--- config.mk ---
export PLATFORM = sky130hd
export DESIGN_NAME = plic_src_conditioner
export DESIGN_NICKNAME = d
export VERILOG_FILES = /design/src/rtl/plic_src_conditioner.sv
export SDC_FILE = /design/constraint.sdc
export NUM_CORES = 1
export LEC_CHECK = 0
export BUFFER_PORTS_ARGS = -buffer_cell sky130_fd_sc_hd__buf_2
export CAP_MARGIN = 20
export CORE_ASPECT_RATIO = 1.5
export CORE_MARGIN = 1.5
export CORE_UTILIZATION = 40
export DETAILED_ROUTE_END_ITERATION = 16
export GPL_TIMING_DRIVEN = 0
export SYNTH_ARGS = -nofsm -noshare
export SYNTH_HDL_FRONTEND = slang
export SYNTH_SLANG_ARGS = --single-unit
--- constraint.sdc ---
create_clock -name PCLK -period 1.94 [get_ports PCLK]
set_clock_uncertainty 0.05 [all_clocks]
set_input_delay 0.388 -clock PCLK [delete_from_list [all_inputs] [get_ports PCLK]]
set_output_delay 0.388 -clock PCLK [all_outputs]
set_load 0.02 [all_outputs]
--- src/rtl/plic_src_conditioner.sv ---
// plic_src_conditioner: synchronises and glitch-filters interrupt lines feeding PLIC src; `PLIC_SRC_INVERT_EN adds per-source inversion (inv port)
module plic_src_conditioner #(
  parameter int SOURCES       = 64,
  parameter int SYNC_STAGES   = 2,
  parameter int FILTER_CYCLES = 4
) (
  input  logic               PCLK,
  input  logic               PRESETn,
  input  logic [SOURCES-1:0] src_i,
  input  logic [SOURCES-1:0] bypass,
`ifdef PLIC_SRC_INVERT_EN
  input  logic [SOURCES-1:0] inv,
`endif
  output logic [SOURCES-1:0] src_o,
  output logic [SOURCES-1:0] glitch
);
  localparam int CW = $clog2(FILTER_CYCLES + 1);
  logic [SOURCES-1:0] raw;
  logic [SOURCES-1:0] s;
  logic [SYNC_STAGES-1:0][SOURCES-1:0] sync_q;
`ifdef PLIC_SRC_INVERT_EN
  assign raw = src_i ^ inv;
`else
  assign raw = src_i;
`endif
  assign s = sync_q[SYNC_STAGES-1];
  // synchroniser chain, newest sample in stage 0
  always_ff @(posedge PCLK or negedge PRESETn)
    if (!PRESETn) sync_q <= '0;
    else sync_q <= {sync_q[SYNC_STAGES-2:0], raw};
  genvar g;
  for (g = 0; g < SOURCES; g++) begin : g_src
    logic [CW-1:0] cnt_q, cnt_d;
    logic q_q, q_d, glitch_q, glitch_d;
    logic diff, last;
    // a new level must be seen FILTER_CYCLES times in a row before it commits; an aborted run flags a glitch
    always_comb begin
      diff     = s[g] ^ q_q;
      last     = cnt_q == CW'(FILTER_CYCLES - 1);
      q_d      = (bypass[g] || (diff && last)) ? s[g] : q_q;
      cnt_d    = (bypass[g] || !diff || last) ? '0 : cnt_q + CW'(1);
      glitch_d = !bypass[g] && !diff && cnt_q != '0;
    end
    // per-source filter state, cleared asynchronously
    always_ff @(posedge PCLK or negedge PRESETn)
      if (!PRESETn) begin
        cnt_q    <= '0;
        q_q      <= 1'b0;
        glitch_q <= 1'b0;
      end else begin
        cnt_q    <= cnt_d;
        q_q      <= q_d;
        glitch_q <= glitch_d;
      end
    assign src_o[g]  = q_q;
    assign glitch[g] = glitch_q;
  end
endmodule
* After elaboration in Yosys (flattened, before gate mapping)
Cells that the tools add are included.
** Word-level totals
- Input bits :: 130
- Flip-flop bits (word level) :: 448
- Word-level logic and storage cells :: 1026
** Operators by class
- Reductions and logical operators :: 576
- Bitwise gates (word level) :: 64
- Mux-type cells :: 64
- Add/subtract/negate cells :: 64
- Eq/ne operators :: 64
** Operators by type and width (count)
- adder 3 x 1 -> 3 bit, second input constant :: 64
- equality test 3 x 2 -> 1 bit, second input constant :: 64
- logical AND 1 bit :: 192
- logical OR 1 bit :: 192
- two-way mux 3 bit :: 64
- nonzero test 3 bit :: 64
- logical NOT 1 bit :: 128
- XOR 1 bit :: 64

* Depth between registers and ports, before layout
- Depth after elaboration :: 5
- Depth in mapped cells :: 4
- Gate-level depth less buffers :: 4

* Least setup slack after synthesis
OpenSTA, ideal clock, no wires.
- Path type :: register to register
- Start :: register g_src[0].cnt_q[0]
- End :: register g_src[0].q_q
- Arrival :: 1.215 ns
- Buffers on the path :: 0
- Path slack :: 0.550 ns
- Stages on the path, launching flop included :: 5
- Data required time :: 1.765 ns
- Path through :: dfrtp_1 > ha_1 > ha_1 > nor2_1 > mux2_2
** On the way
- Word-level cells in the longest chain between the ends :: 3
** Ends and longest elaborated chain
- start: declaration :: RTL line 33 : logic [CW-1:0] cnt_q, cnt_d;
- start signal: assignment :: RTL line 51 : cnt_q <= cnt_d;
- equality test 3 x 2 -> 1 bit :: RTL line 39 : last = cnt_q == CW'(FILTER_CYCLES - 1);
- logical AND 1 bit :: RTL line 40 : q_d = (bypass[g] || (diff && last)) ? s[g] : q_q;
- logical OR 1 bit :: RTL line 40
- end signal: assignment :: RTL line 52 : q_q <= q_d;
- end: declaration :: RTL line 34 : logic q_q, q_d, glitch_q, glitch_d;
No other way between the ends.
A chain may end at the register's enable or synchronous reset.

* Final worst setup path
- Start :: register g_src[60].q_q
- End :: output src_o[60]
** RTL lines
- start: declaration :: RTL line 34
- start signal: assignment :: RTL line 52
- end: declaration :: RTL line 14 : output logic [SOURCES-1:0] src_o,
No word-level cell between the ends.

==> impl_metrics.csv <==
group,metric,value,unit
timing,worst_slack,0.219,ns
worst_setup_path,worst_setup_path_start_kind,"flop",
worst_setup_path,cp_max_fo,3,
floorplanning,dieArea,0.0480,mm²
place,numPortBuffers,257,
cells_and_area,final_nets,2167,
yosys,seq_area_frac_synth,60.1,%
timing,whs,-0.211,ns
timing,setup_viol,0,
floorplanning,ioPinCount,258,
clock_tree,clock-sinks,448,
global_routing,grt_max_degree,123,
power_and_ir_drop,leakage,12.5,nW
place,place_congestion,0.713,
yosys,ys_types,10,
global_routing,gr-usage-all-layers,14.2,%
timing,slew_violations,0,
global_routing,grt_pass1_vias,11864,
floorplanning,die_y,268,µm
clock_tree,hold_buffers,128,
worst_setup_path,cp_slowest_cell,"dfrtp_1",
run,cap_viol_max_count,0,
status,violations,"negative hold slack",
worst_setup_path,critPathMaxStageDelay,0.40,ns
cells_and_area,fillers,4006,
place,post_dp_cell_area,0.0208,mm²
timing,final.min_clock_period,1.72,ns
yosys,syn-instance-count,1408,
clock_tree,cts_resized,0,
yosys,synth.ff_latch_count,448,
cells_and_area,syn_to_final_growth,26.9,%
yosys,avgSynthCellArea,13.3,µm²
timing,rsz0062_at_grt,"false",
cells_and_area,finalNonFillerCells,2469,
cells_and_area,layout.cell_area.non_filler,0.0237,mm²
floorplanning,rows,96,
floorplanning,die_w,179,µm
clock_tree,cts_tree,"built",
worst_setup_path,worstRegToRegCells,4,
worst_setup_path,worstPathRequired,1.50,ns
routing,vias_per_cell,4.46,
yosys,synth_area,0.0187,mm²
timing,clock.fmax,0.581,GHz
timing,min_period_over_period,88.7,%
worst_setup_path,path_cells,"buf_4 > buf_2",
yosys,yosysTopAreaCell,"dfrtp_1",
yosys,synthesis.nets,1730,
routing,ant_nets,0,
status,status,"finished, violations left",
yosys,yosys_warnings,0,
routing,drtIter0Drc,324,
power_and_ir_drop,p_per_area,943,mW/mm²
clock_tree,clk_pin_slew_worst_paths,0.07,ns
worst_setup_path,worst_r2r_startpoint,"g_src[38].cnt_q[0]",
worst_setup_path,endpoint_kind,"primary output",
floorplanning,start_util,40.7,%
worst_setup_path,r2r-end,"g_src[38].q_q",
global_routing,grt_pass1_wl,55200,µm
clock_tree,cts.htree.levels,2,
routing,routedWlPerCell,13.2,µm
global_routing,grt_overflow,0,
cells_and_area,fin_util,51.6,%
hold_path,holdCritPathClass,"in -> async",
yosys,synth.area.top_cells,"dfrtp_1, ha_1, buf_4",
routing,remaining_drc_errors,0,
worst_setup_path,reg2reg_slack,0.35,ns
cells_and_area,layout_commonest_cell,"dfrtp_1",
routing,routed_wl,32600,µm
cells_and_area,drive_gt1_share,27.9,%
worst_setup_path,cp.arrival,1.28,ns
global_routing,antenna_found_initial,2,
place,dp_slack,-0.296,ns
worst_setup_path,crit_type,"reg -> out",
floorplanning,core-area,0.0459,mm²
cells_and_area,layout_common_cells,"dfrtp_1, buf_2, inv_1, ha_1",
timing,maxSlewHeadroom,48.9,%
timing,final_hold_viol_count,95,
place,place_hpwl,22600,µm
clock_tree,cts_root_buf,"clkbuf_16",
yosys,synth_top_area_share,60.1,%
timing,worstMarginPinSlew,0.767,ns
power_and_ir_drop,irDropWorstVdd,0.822,mV
routing,vias,11009,
routing,firstDrtPassIters,4,
clock_tree,numCtsBuffers,47,
clock_tree,clock_path_buffers,3,
clock_tree,insertion_delay,0.58,ns
place,place_inst,2256,
kinds of logic after synthesis:
| family | count (synthesis) | share of synthesized area (%) |
|---|---|---|
| buffers and inverters | 320 | 9.01 |
| xor gates and xnor gates | 64 | 3.00 |
| and+or+nand+nor | 256 | 8.58 |
| DFF | 448 | 60.1 |
| muxes | 64 | 3.86 |
| AOI/OAI and AO/OA | 64 | 2.58 |
| adders and majority gates | 192 | 12.9 |
power breakdown:
part           total (mW)  internal, mW  switching [mW]
Sequential           10.3          9.98           0.360
Combinational        2.68          1.29            1.39
Clock                9.32          5.64            3.68
Total                22.3          16.9            5.43
synth_stat cells, drive strengths merged:
cell    count
dfrtp     448
xor2       64
and3b      64
a211oi     64
inv       192
mux2       64
and3      128
nor2       64
buf       128
ha        192
sequential cells by signal, indices dropped and copies added (netlist names):
| name | flops |
|---|---|
| sync_q | 64 |
| g_src.q_q | 64 |
| g_src.glitch_q | 64 |
| g_src.cnt_q | 192 |
| s | 64 |
routing by layer:
layer | global-route usage [%] | wire length [µm] | up-vias
li1 | - | - | 5376
met1 | 15.7 | 12700 | 5375
met2 | 25.4 | 16900 | 196
met3 | 4.12 | 2030 | 60
met4 | 5.34 | 967 | 2
met5 | 0 | 13 | -
metrics by stage:
stage | setup TNS, ns | power (mW)
after floorplan | 0 | 12.1
after global placement | -3810.98 | 12.9
after detailed placement | -34.16 | 13.0
after CTS | 0 | 22.8
after global routing | 0 | 23.5
final | 0 | 22.3
worst max-delay path, delay by kind of cell (launching register included):
| kind | cells | cell delay [ns] |
|---|---|---|
| flip-flops | 1 | 0.40 |
| buffers and inverters | 2 | 0.30 |
final cells by class:
cell class                      instances  area (µm²)  share of cell area [%]
Antenna cell                            1        2.50                  0.0106
Clock buffer                           70        1390                    5.89
Multi-Input combinational cell        640        5770                    24.4
Sequential cell                       448       11200                    47.3
Buffer                                128         961                    4.06
Clock inverter                         14         228                   0.962
Timing Repair Buffer                  388        2660                    11.2
Tap cell                              588         736                    3.11
Inverter                              192         721                    3.04
worst max-delay path by stage:
stage | slack (ns) | endpoint | start | depth (start not counted)
floorplan | 0.55 | g_src[0].q_q | g_src[0].cnt_q[0] | 4
global placement | -8.58 | sync_q[21] | PRESETn | 1
detailed placement | -0.30 | s[34] | PRESETn | 3
CTS | 0.16 | src_o[54] | g_src[54].q_q | 2
global route | 0.1 | g_src[19].cnt_q[2] | PRESETn | 3
finish | 0.22 | src_o[60] | g_src[60].q_q | 2
timing repair:
item / 4_1_cts / 5_1_grt
endpoints found under the setup margin: 0 / 0
setup buffers: 0 / 0
endpoints found under the hold margin: 223 / 95
Power figures use the tool's default switching activity.
